File: src/rtl/dsp_sensor_pkg.sv
// Shared types and widths for the DSP delay-sensor calibrator.
package dsp_sensor_pkg;
  localparam int TAP_W = 5;
  localparam int P_W   = 48;
  localparam int HW_W  = 6;

  localparam logic [TAP_W-1:0] TAP_MAX = 5'd31;

  typedef enum logic [2:0] {
    ST_IDLE,
    ST_LOAD,
    ST_SETTLE,
    ST_ACCUM,
    ST_EVAL,
    ST_APPLY,
    ST_LOCKED
  } state_t;
endpackage

File: src/rtl/dsp_sensor_calibrator_if.sv
// Host-side control/status and trace stream of the sensor calibrator.
interface dsp_sensor_calibrator_if #(
  parameter int SAMPLE_LOG2 = 4
) ();
  // start is a one-cycle request with no ready; busy/done report progress.
  // The trace stream is valid-only: trace_hw is a new sample on every cycle
  // that trace_valid is high, and the consumer cannot stall it.
  logic                                   start;
  logic                                   busy;
  logic                                   done;
  logic [dsp_sensor_pkg::TAP_W-1:0]       best_taps_clk;
  logic [dsp_sensor_pkg::TAP_W-1:0]       best_taps_A;
  logic [dsp_sensor_pkg::HW_W+SAMPLE_LOG2-1:0] best_err;
  logic                                   trace_valid;
  logic [dsp_sensor_pkg::HW_W-1:0]        trace_hw;

  modport master (
    output start,
    input  busy, done, best_taps_clk, best_taps_A, best_err, trace_valid, trace_hw
  );

  modport slave (
    input  start,
    output busy, done, best_taps_clk, best_taps_A, best_err, trace_valid, trace_hw
  );
endinterface

File: src/rtl/popcount48.sv
// Registered population count of a 48-bit word, one cycle of latency.
module popcount48
  import dsp_sensor_pkg::*;
(
  input  logic            clk,
  input  logic            rst_n,
  input  logic [P_W-1:0]  d,
  output logic [HW_W-1:0] q
);
  logic [HW_W-1:0] sum;

  always_comb begin
    sum = '0;
    for (int i = 0; i < P_W; i++) sum = sum + HW_W'(d[i]);
  end

  always_ff @(posedge clk or negedge rst_n) begin
    if (!rst_n) q <= '0;
    else        q <= sum;
  end
endmodule

File: src/rtl/dsp_sensor_calibrator.sv
// Sweeps both IDELAY taps, picks the point whose mean Hamming weight is
// closest to TARGET_HW, locks there and streams Hamming-weight samples.
module dsp_sensor_calibrator
  import dsp_sensor_pkg::*;
#(
  parameter int SETTLE_CYCLES = 16,
  parameter int SAMPLE_LOG2   = 4,
  parameter int TARGET_HW     = 24
) (
  input  logic              clk,
  input  logic              rst_n,
  input  logic [P_W-1:0]    sensor_p,
  output logic [TAP_W-1:0]  taps_clk,
  output logic [TAP_W-1:0]  taps_A,
  dsp_sensor_calibrator_if.slave host,
  output state_t            dbg_state
);
  localparam int N       = 1 << SAMPLE_LOG2;
  localparam int AW      = HW_W + SAMPLE_LOG2;
  localparam int CNT_MAX = (SETTLE_CYCLES > N) ? SETTLE_CYCLES : N;
  localparam int CW      = $clog2(CNT_MAX + 1);
  localparam logic [AW-1:0] TGT = AW'(TARGET_HW * N);

  state_t           state, state_n;
  logic [P_W-1:0]   p_q;
  logic [HW_W-1:0]  hw;
  logic [CW-1:0]    cnt;
  logic [AW-1:0]    acc, err, best_err;
  logic [TAP_W-1:0] best_clk, best_a;
  logic             start_sweep, cnt_clr, cnt_inc, acc_clr, acc_add, eval;
  logic             improve, last_point;

  // Free-running input pipeline; sensor_p is synchronous to clk.
  always_ff @(posedge clk or negedge rst_n) begin
    if (!rst_n) p_q <= '0;
    else        p_q <= sensor_p;
  end

  popcount48 u_popcount (.clk(clk), .rst_n(rst_n), .d(p_q), .q(hw));

  assign err        = (acc >= TGT) ? (acc - TGT) : (TGT - acc);
  assign improve    = err < best_err;
  assign last_point = (taps_A == TAP_MAX) && (taps_clk == TAP_MAX);

  always_ff @(posedge clk or negedge rst_n) begin
    if (!rst_n) state <= ST_IDLE;
    else        state <= state_n;
  end

  always_comb begin
    state_n     = state;
    start_sweep = 1'b0;
    cnt_clr     = 1'b0;
    cnt_inc     = 1'b0;
    acc_clr     = 1'b0;
    acc_add     = 1'b0;
    eval        = 1'b0;
    case (state)
      ST_IDLE, ST_LOCKED: begin
        if (host.start) begin
          start_sweep = 1'b1;
          state_n     = ST_LOAD;
        end
      end
      ST_LOAD: begin
        cnt_clr = 1'b1;
        acc_clr = 1'b1;
        state_n = ST_SETTLE;
      end
      ST_SETTLE: begin
        if (cnt == CW'(SETTLE_CYCLES - 1)) begin
          cnt_clr = 1'b1;
          state_n = ST_ACCUM;
        end else begin
          cnt_inc = 1'b1;
        end
      end
      ST_ACCUM: begin
        acc_add = 1'b1;
        if (cnt == CW'(N - 1)) begin
          cnt_clr = 1'b1;
          state_n = ST_EVAL;
        end else begin
          cnt_inc = 1'b1;
        end
      end
      ST_EVAL: begin
        eval    = 1'b1;
        cnt_clr = 1'b1;
        state_n = last_point ? ST_APPLY : ST_LOAD;
      end
      ST_APPLY: begin
        if (cnt == CW'(SETTLE_CYCLES - 1)) state_n = ST_LOCKED;
        else                               cnt_inc = 1'b1;
      end
      default: state_n = ST_IDLE;
    endcase
  end

  always_ff @(posedge clk or negedge rst_n) begin
    if (!rst_n) begin
      cnt      <= '0;
      acc      <= '0;
      taps_clk <= '0;
      taps_A   <= '0;
      best_clk <= '0;
      best_a   <= '0;
      best_err <= '0;
    end else begin
      if (cnt_clr)      cnt <= '0;
      else if (cnt_inc) cnt <= cnt + CW'(1);

      if (acc_clr)      acc <= '0;
      else if (acc_add) acc <= acc + AW'(hw);

      if (start_sweep) begin
        taps_clk <= '0;
        taps_A   <= '0;
        best_clk <= '0;
        best_a   <= '0;
        best_err <= '1;
      end else if (eval) begin
        // Strict compare keeps the earliest point on ties.
        if (improve) begin
          best_err <= err;
          best_clk <= taps_clk;
          best_a   <= taps_A;
        end
        if (last_point) begin
          // The last point may itself be the new best, so use the fresh value.
          taps_clk <= improve ? taps_clk : best_clk;
          taps_A   <= improve ? taps_A   : best_a;
        end else begin
          taps_clk <= taps_clk + TAP_W'(1);
          if (taps_clk == TAP_MAX) taps_A <= taps_A + TAP_W'(1);
        end
      end
    end
  end

  assign host.busy          = (state != ST_IDLE) && (state != ST_LOCKED);
  assign host.done          = (state == ST_LOCKED);
  assign host.trace_valid   = (state == ST_LOCKED);
  assign host.trace_hw      = hw;
  assign host.best_taps_clk = best_clk;
  assign host.best_taps_A   = best_a;
  assign host.best_err      = best_err;
  assign dbg_state          = state;
endmodule

File: src/flat_wrapper.sv
// flat-port wrapper written by rule: the top's interface ports become plain ports
module dsp_sensor_calibrator_flat import dsp_sensor_pkg::*;
#(
  parameter int SETTLE_CYCLES = 16,
  parameter int SAMPLE_LOG2   = 4,
  parameter int TARGET_HW     = 24
)
  (clk, rst_n, sensor_p, taps_clk, taps_A, dbg_state, host_start, host_busy, host_done, host_best_taps_clk, host_best_taps_A, host_best_err, host_trace_valid, host_trace_hw);
  dsp_sensor_calibrator_if #(.SAMPLE_LOG2(SAMPLE_LOG2)) host_i ();
  input  logic clk;
  input  logic rst_n;
  input  logic [P_W-1:0] sensor_p;
  output logic [TAP_W-1:0] taps_clk;
  output logic [TAP_W-1:0] taps_A;
  output state_t dbg_state;
  input wire logic [$bits(host_i.start)-1:0] host_start;
  output wire logic [$bits(host_i.busy)-1:0] host_busy;
  output wire logic [$bits(host_i.done)-1:0] host_done;
  output wire logic [$bits(host_i.best_taps_clk)-1:0] host_best_taps_clk;
  output wire logic [$bits(host_i.best_taps_A)-1:0] host_best_taps_A;
  output wire logic [$bits(host_i.best_err)-1:0] host_best_err;
  output wire logic [$bits(host_i.trace_valid)-1:0] host_trace_valid;
  output wire logic [$bits(host_i.trace_hw)-1:0] host_trace_hw;
  assign host_i.start = host_start;
  assign host_busy = host_i.busy;
  assign host_done = host_i.done;
  assign host_best_taps_clk = host_i.best_taps_clk;
  assign host_best_taps_A = host_i.best_taps_A;
  assign host_best_err = host_i.best_err;
  assign host_trace_valid = host_i.trace_valid;
  assign host_trace_hw = host_i.trace_hw;
  dsp_sensor_calibrator #(.SETTLE_CYCLES(SETTLE_CYCLES), .SAMPLE_LOG2(SAMPLE_LOG2), .TARGET_HW(TARGET_HW)) u_core (.clk(clk), .rst_n(rst_n), .sensor_p(sensor_p), .taps_clk(taps_clk), .taps_A(taps_A), .host(host_i), .dbg_state(dbg_state));
endmodule
File: config.mk
export PLATFORM = sky130hd
export DESIGN_NAME = dsp_sensor_calibrator_flat
export DESIGN_NICKNAME = d
export VERILOG_FILES = /design/src/rtl/dsp_sensor_pkg.sv /design/src/rtl/dsp_sensor_calibrator_if.sv /design/src/rtl/popcount48.sv /design/src/rtl/dsp_sensor_calibrator.sv /design/src/flat_wrapper.sv
export SDC_FILE = /design/constraint.sdc
export NUM_CORES = 1
export LEC_CHECK = 0
export BUFFER_PORTS_ARGS = -buffer_cell sky130_fd_sc_hd__buf_2
export CORE_ASPECT_RATIO = 0.9
export CORE_MARGIN = 5
export CORE_UTILIZATION = 25
export DETAILED_ROUTE_END_ITERATION = 10
export GPL_TIMING_DRIVEN = 0
export PLACE_DENSITY = 0.45
export SLEW_MARGIN = 10
export SYNTH_ARGS = -nofsm -noshare
export SYNTH_HDL_FRONTEND = slang
export SYNTH_HIERARCHICAL = 1
export SYNTH_SLANG_ARGS = --single-unit
File: constraint.sdc
create_clock -name clk -period 8.5 [get_ports clk]
set_input_delay 1.7 -clock clk [delete_from_list [all_inputs] [get_ports clk]]
set_output_delay 1.7 -clock clk [all_outputs]
set_load 0.05 [all_outputs]
* Word-level counts from Yosys, hierarchy flattened *
Index checks and enable logic that the tools add are counted.

storage, ports and cells
  memories = 0
  bits in writable memories = 0
  input bits = 51
  bits in read-only memories = 0
  bits in latches = 0
  flip-flop bits (word level) = 102
  output and inout bits = 42

cells by class
  multiply operators = 0
  $add $sub $neg = 53
  divide/modulo/power cells = 0
  mux-type cells = 36
  order comparisons = 2
  reductions and logical operators = 16
  equal/unequal tests = 14
  shifts and indexed selects = 0
  bitwise operators = 0

operator list
  operator                                                             count
  adder 6 x 1 -> 6 bit                                                 42
  two-way mux 5 bit                                                    15
  two-way mux 10 bit                                                   6
  case mux 3 bit (6 select lines)                                      1
  adder 5 x 1 -> 5 bit (second input constant)                         3
  two-way mux 3 bit                                                    5
  adder 10 x 6 -> 10 bit                                               1
  == test 5 bit (second input constant)                                2
  greater-or-equal comparator 10 x 9 -> 1 bit (second input constant)  1
  < comparator 10 bit                                                  1
  subtractor 10 x 9 -> 10 bit (second input constant)                  1
  subtractor 9 x 10 -> 10 bit (first input constant)                   1
  == test 3 bit (second input constant)                                3
  two-way mux 1 bit                                                    8
  nonzero test 2 bit                                                   4
  adder 5 x 1 -> 6 bit                                                 1
  == test 3 x 2 -> 1 bit (second input constant)                       2
  inequality test 2 x 1 -> 1 bit (second input constant)               3
  nonzero test 3 bit                                                   2
  OR reduction 2 bit                                                   3
  adder 4 x 1 -> 5 bit                                                 1
  == test 5 x 4 -> 1 bit (second input constant)                       1
  adder 3 x 1 -> 4 bit                                                 1
  AND reduction 2 bit                                                  2
  other kinds (10)                                                     11

* Depth between registers and ports, before layout *
Gate-level depths: netlist of run 1.

  word-level depth = 47
  mapped depth = 17

* Hierarchy *
Netlist of run 1, hierarchy kept.

by module, submodules not included
  module                 area an instance (um^2)  instances  sequential area each (um^2)  cells an instance
  dsp_sensor_calibrator  4,803.4                  1          2,402.3                      427
  popcount48             1,402.6                  1          150.1                        141

* Worst setup path after synthesis of run 1 *
Ideal clock, no wire load.

  path type = flip-flop to flip-flop
  start = register u_core.p_q[2]
  end = register u_core.u_popcount.q[4]
  stages on the path, launching flop included = 14
  setup slack = 3.440 ns
  path buffers = 0
  data arrival time = 4.981 ns
  required time = 8.421 ns
  path through = dfrtp_1 inv_1 fa_1 fa_1 fa_1 fa_1 fa_1 fa_1 fa_1 fa_1 fa_1 nand2b_1 a21oi_1 xor2_1

between the ends
  word-level cells in the longest chain between the ends = 46

ends and longest elaborated chain
  what                                RTL line                     RTL
  from (decl)                         dsp_sensor_calibrator.sv:25  logic [P_W-1:0] p_q;
  from (signal assigned)              dsp_sensor_calibrator.sv:36  else p_q <= sensor_p;
  adder 2 x 1 -> 3 bit                popcount48.sv:14             for (int i = 0; i < P_W; i++) sum = sum + HW_W'(d[i]);
  adder 3 x 1 -> 4 bit                popcount48.sv:14
  adder 4 x 1 -> 5 bit                popcount48.sv:14
  adder 5 x 1 -> 6 bit                popcount48.sv:14
  adder 6 x 1 -> 6 bit (42 in a row)  popcount48.sv:14
  named net u_core.u_popcount.sum[4]  popcount48.sv:10             logic [HW_W-1:0] sum;
  to (signal assigned)                popcount48.sv:19             else q <= sum;
  to (decl)                           popcount48.sv:8              output logic [HW_W-1:0] q

The timed path passes the listed nets, and every way through them passes these cells.
A chain may end at the register's enable or synchronous reset.

* Worst setup path after layout of run 1 *
Ends and elaborated chain as after synthesis.

==> impl_results.md, run 1 <==
* Share of layout cells above drive strength 1 at 0.241
* Pwr Total at about 0.0034 W
* First-pass GRT wire length at roughly 24000 µm
* Final setup vio count at 0
* Setup_tns at 0 ps
* Placed insts at between 900 and 1000
* IO Pins at 93
* Worst Path Max Fanout at 2
* Crit Path Category: register to register
* Most numerous cell in the Yosys netlist: inv_1
* HP Class: register to register
* Total of flip-flops plus latches after synthesis at ~100
* TritonCTS buffer count at 9
* Post-CTS setup buffers at 0
* Initial core utilization at 0.255
* Worst Path Arrival at between 5000 and 6000 ps
* Ys async rst share at 1.00
* CTS tree: built
* Number of global-route vias before repair at 4518
* Final period utilization at 0.623
* Bufs on Longest Clock Path at 2
* Synth area leaders: dfrtp_1 (41%), fa_1 (13%), ha_1 (6.9%)
* Vias at 4297
* Worst-Skew Late Latency at between 300 and 400 ps
* Power density cells at approximately 460 mW/mm²
* DIE HEIGHT at roughly 160 µm
* Core Footprint at approximately 0.024 mm²
* Status: finished clean
* Post-placement cell area at slightly above 0.007 mm²
* Detail Route Antenna Nets at 0
* Post-CTS Resized at 0
* Die width at between 150 and 200 µm
* Mapped Cells at 568
* Routed WL at ~14000 µm
* GRT Overall Usage at 0.106
* Port Buffers at between 90 and 100
* DR pass1 iterations at 4
* H-tree Lvls at 3
* # diodes at 0
* Largest net degree at the start of global routing at 82
* Rows at 54
* DR DRC count at 0
* Grt met3 use at 0.0309
* Req. time, crit path at slightly below 9000 ps
* Leakage at 3.62 nW
* Max_slew headroom at 0.584
* Setup WS post-layout at approximately 3200 ps
* Yosys synthesis warning count at 6
* WL/cell at approximately 15 µm
* Crit path time final at approximately 5300 ps
* RSZ-0062 raised after global routing: false
* Syn Area/Cell at roughly 11 µm²
* Max Transition Viols Final at 0
* Die ar. at about 0.028 mm²
* Hold Vio Cnt, Final at 0
* Worst Skew at 11.3 ps
* Routed vias/inst at 4.36
* Clock sink total at about 100
* Global route hottest layer: met2
* Area share of the largest cell type after synthesis at 0.411
* Yosys top cell by area: dfrtp_1
* Layout Nets at ~800
* Max_cap viols at 0
* Predominant post-synthesis flop cell: dfrtp_1
* GRT met1 Usage at 0.145
* Peak Freq at between 150 and 200 MHz
* Syn_nets at 693
* Post-detail-place hpwl at approximately 11000 µm
* Clk Tree Root Cell: clkbuf_16
* Post-synthesis sequential area ratio at 0.411
* Synth Cell Area at 0.00621 mm²
* Setup crit start kind: register
* Total grt overflow at 0
* VDD IR max at around 320 µV
* Non-Filler Cell Area, Final at 0.00739 mm²
* Post-CTS Hold Fix Bufs at 0
* Fillcell total at between 2000 and 3000
* 1st-iter DRT viols at approximately 190
* Area growth syn-to-layout at 19.1%
* Place WS at approximately 3200 ps
* Synth unique cells at 76
* Initial antenna violation count at 0
* Worst-path clk slew at 80 ps
* GP Congestion at about 0.76
* Least-Margin Pin Slew at between 600 and 700 ps
* Top cells by count, synth: inv_1 (103), dfrtp_1 (102), fa_1 (40)
* Finished Layout Cells at 985
* Number of synthesized flops with an enable pin at 0
* GR Util met2 at 0.166
* Critical Path End Type: register
[critical path: stages, from the launching register on]
cell	delay (ps)
dfrtp_1	330
inv_1	50
fa_1	510
fa_1	590
fa_1	450
fa_1	490
fa_1	530
fa_1	550
fa_1	430
fa_1	420
fa_1	420
nand2b_1	170
a21oi_1	150
xor2_1	150
[cells by family (layout without fill, tap and decap cells)]
logic type | Yosys count | in the layout | synth area share
fa+ha+maj | 74 | 74 | 0.198
simple gates | 131 | 131 | 0.107
mux | 13 | 13 | 0.0228
flops | 102 | 102 | 0.411
compound gates | 101 | 101 | 0.136
buf+inv | 128 | 237 | 0.0968
xor+xnor | 19 | 19 | 0.0280
[metal layers]
layer	part of all wire	vias to the layer above
met5	0	-
met4	0.0088	0
met3	0.057	10
met2	0.45	95
met1	0.49	2092
li1	-	2100
[registers in the layout, summed over array words and instances (netlist names)]
register,count
u_core/acc,10
u_core/p_q,48
u_core/taps_clk,5
u_core/taps_A,5
u_core/u_popcount/q,6
u_core/host.best_taps_clk,5
u_core/host.best_err,10
u_core/cnt,5
u_core/host.best_taps_A,5
u_core/dbg_state,3
[cells in the final DEF, fill, tap and decap left out, drive strengths merged, types with 8 or more instances in the layout]
cell and instances:
buf 114, inv 106, dfrtp 102, fa 40, nand2 40, ha 34
nor2 34, a21oi 19, o21ai 15, nor3 12, clkbuf 12, xor2 11
xnor2 8
[layout make-up]
cell class              instances  area [µm²]  share of cell area
flip-flops and latches        102        2550               0.345
repair buffers                 93         494              0.0669
multi-input cells             338        3050               0.413
inverters                     104         390              0.0528
well taps                     308         385              0.0522
clock inverters                 7        77.6              0.0105
plain buffers                  24         210              0.0285
clock buffers                   9         225              0.0305
[metrics by stage]
step | hold WS [ps] | utilization
global placement | 490 | 0.290
global route | 520 | 0.304
CTS | 512 | 0.304
finish | 507 | 0.304
detailed placement | 486 | 0.291
floorplan | 466 | -
[where the power goes]
| group | switching, W | internal [W] | leakage, nW |
|---|---|---|---|
| clock network | 0.000213 | 0.000209 | 0.144 |
| registers | 0.000135 | 0.000635 | 1.21 |
| logic | 0.00132 | 0.000865 | 2.26 |
| total | 0.00167 | 0.00171 | 3.62 |
[final timing paths]
| kind | from | end | slack [ps] | depth (start not counted) |
|---|---|---|---|---|
| min in group asynchronous | rst_n | u_core/host.best_err[5] | 1190 | 1 |
| min reg2reg | u_core/cnt[4] | u_core/cnt[4] | 510 | 1 |
| max in group asynchronous | rst_n | u_core/p_q[47] | 6620 | 2 |
| min | u_core/cnt[4] | u_core/cnt[4] | 510 | 1 |
| max | u_core/p_q[2] | u_core/u_popcount/q[4] | 3200 | 13 |
| max reg2reg | u_core/p_q[2] | u_core/u_popcount/q[4] | 3200 | 13 |
No activity file was read; power rests on OpenSTA's default activity.
==> run 2, diff against run 1 <==
==> constraint.sdc (replaced) <==
create_clock -name clk -period 5.07 [get_ports clk]
set_input_delay 1.014 -clock clk [delete_from_list [all_inputs] [get_ports clk]]
set_output_delay 1.014 -clock clk [all_outputs]
set_load 0.05 [all_outputs]
==> run 2 against run 1 <==
Against the previous run: the flow now finishes with violations (setup timing); core utilization up 0.067 points; critical path type unchanged; wire length up 0.23%; fmax rose by 3.6%; via count about the same; worst setup slack worse by 3200 ps; die area unchanged.
==> impl_results.md, run 2 (synthesized netlist as in run 1, its figures left out) <==
* Setup WS post-layout at -41.7 ps
* RSZ-0062 raised after global routing: true
* First-pass GRT wire length at 23900 µm
* Metal-1 WL at around 7000 µm
* Max Transition Viols Final at 0
* Rows at 54
* Fillcell total at between 2000 and 3000
* DR pass1 iterations at 4
* Worst Path Max Fanout at 2
* # diodes at 0
* H-tree Lvls at 3
* Least-Margin Pin Slew at approximately 620 ps
* R2r setup slk at -40 ps
* Core Footprint at roughly 0.024 mm²
* 1st-iter DRT viols at roughly 190
* Most common cell after layout, fill and taps aside: inv_1
* Max_cap viols at 0
* IO Pins at 93
* Total grt overflow at 0
* Final period utilization at 1.01
* Met2 routed WL at 6480 µm
* TritonCTS buffer count at 9
* Worst R2R End: u_core/u_popcount/q[4]
* Violated checks: setup timing
* Setup_tns at -41.7 ps
* Setup crit start kind: register
* Vias at 4293
* Req. time, crit path at about 5400 ps
* Status: complete, but fails checks
* DR DRC count at 0
* Peak Freq at about 200 MHz
* Max_slew headroom at 0.584
* Layout Nets at around 800
* Top Layer Used: met4
* Initial antenna violation count at 0
* Crit Path Category: register to register
* Worst-path clk slew at about 80 ps
* Die width at 176 µm
* Port Buffers at 92
* DR WL met3 at approximately 860 µm
* Non-Filler Cell Area, Final at around 0.0074 mm²
* Detail Route Antenna Nets at 0
* Clock sink total at between 100 and 150
* Post-detail-place hpwl at 11100 µm
* Bufs on Longest Clock Path at 2
* Share of layout cells above drive strength 1 at 0.247
* Place WS at -259 ps
* Die ar. at approximately 0.028 mm²
* Crit path time final at approximately 5100 ps
* Number of global-route vias before repair at between 4000 and 5000
* Most frequent cells in the layout: inv_1 (103), dfrtp_1 (102), buf_2 (96)
* HP Class: input pin to async pin
* WL/cell at approximately 15 µm
* Post-placement cell area at about 0.0071 mm²
* Post-CTS setup buffers at 0
* Hold Vio Cnt, Final at 0
* Biggest register: u_core/p_q
* Routed vias/inst at 4.36
* FF-to-FF path depth at 13
* Area growth syn-to-layout at 19.3%
* CTS tree: built
* FF-to-FF Start: u_core/p_q[43]
* Routed WL at between 10000 and 15000 µm
* Worst Path Arrival at around 5400 ps
* Worst-Skew Late Latency at around 360 ps
* Critical Path End Type: register
* Final setup vio count at 1
* GRT Overall Usage at 0.106
* Largest net degree at the start of global routing at 82
* DIE HEIGHT at about 160 µm
* Utilization after layout at 0.304
* Biggest registers after layout: u_core/p_q x48, u_core/acc x10, u_core/host.best_err x10
* GP Congestion at between 0.7 and 0.8
* Worst Skew at roughly 11 ps
* Clk Tree Root Cell: clkbuf_16
* Initial core utilization at 0.255
* Max FFs per register at between 40 and 50
-- run 2: cell types whose count changed in the layout (fill, tap and decap cells not counted) --
cell / change
fa_2: +2
a21oi_2: +1
a21oi_1: -1
fa_1: -2
nand2b_4: +1
nand2b_1: -1
-- run 2: timing repair --
item | in CTS | in global routing
hold buffers | 0 | 0
pin swaps | 3 | 4
cloned | 0 | 0
gates resized for setup | 4 | 0
endpoints found under the setup margin | 1 | 4
-- run 2: area by class of cell --
cell class / count / area [µm²] / share of cell area
Tap cell: 308 / 385 / 0.0520
Multi-Input combinational cell: 338 / 3070 / 0.414
Clock inverter: 7 / 77.6 / 0.0105
Clock buffer: 9 / 225 / 0.0304
Sequential cell: 102 / 2550 / 0.345
Buffer: 24 / 210 / 0.0284
Timing Repair Buffer: 93 / 494 / 0.0667
Inverter: 104 / 390 / 0.0527
-- run 2: worst max-delay path, stage by stage (launching register included) --
cell and delay, ps:
dfrtp_1 400, fa_1 540, inv_1 50, fa_1 450, fa_1 510, fa_1 450, fa_1 580, fa_1 450
fa_1 470, fa_2 370, fa_2 360, nand2b_4 150, a21oi_2 120, xor2_1 140
-- run 2: worst max path at each step --
stage                   start                     end  slack, ps  cells past startpoint
3_3_place_gp    u_core/p_q[2]  u_core/u_popcount/q[4]       -260                     13
5_1_grt        u_core/p_q[43]  u_core/u_popcount/q[4]       -180                     13
6_report       u_core/p_q[43]  u_core/u_popcount/q[4]        -40                     13
3_5_place_dp    u_core/p_q[2]  u_core/u_popcount/q[4]       -260                     13
4_1_cts        u_core/p_q[43]  u_core/u_popcount/q[4]       -120                     13
2_1_floorplan   u_core/p_q[2]  u_core/u_popcount/q[4]         10                     13
-- run 2: through the flow --
stage	hold slack [ps]	cells
detailed placement	486	969
global placement	490	968
floorplan	466	568
CTS	496	985
finish	501	985
global route	506	985
-- run 2: per-layer routing --
layer | vias up | track usage
met5 | - | 0
met4 | 0 | 0.0223
met3 | 10 | 0.0309
met2 | 97 | 0.167
met1 | 2086 | 0.146
li1 | 2100 | -
Power of run 2 is left out: the tool's default activity adds up to more than one toggle a clock period on the data nets, which glitch-free logic cannot reach.
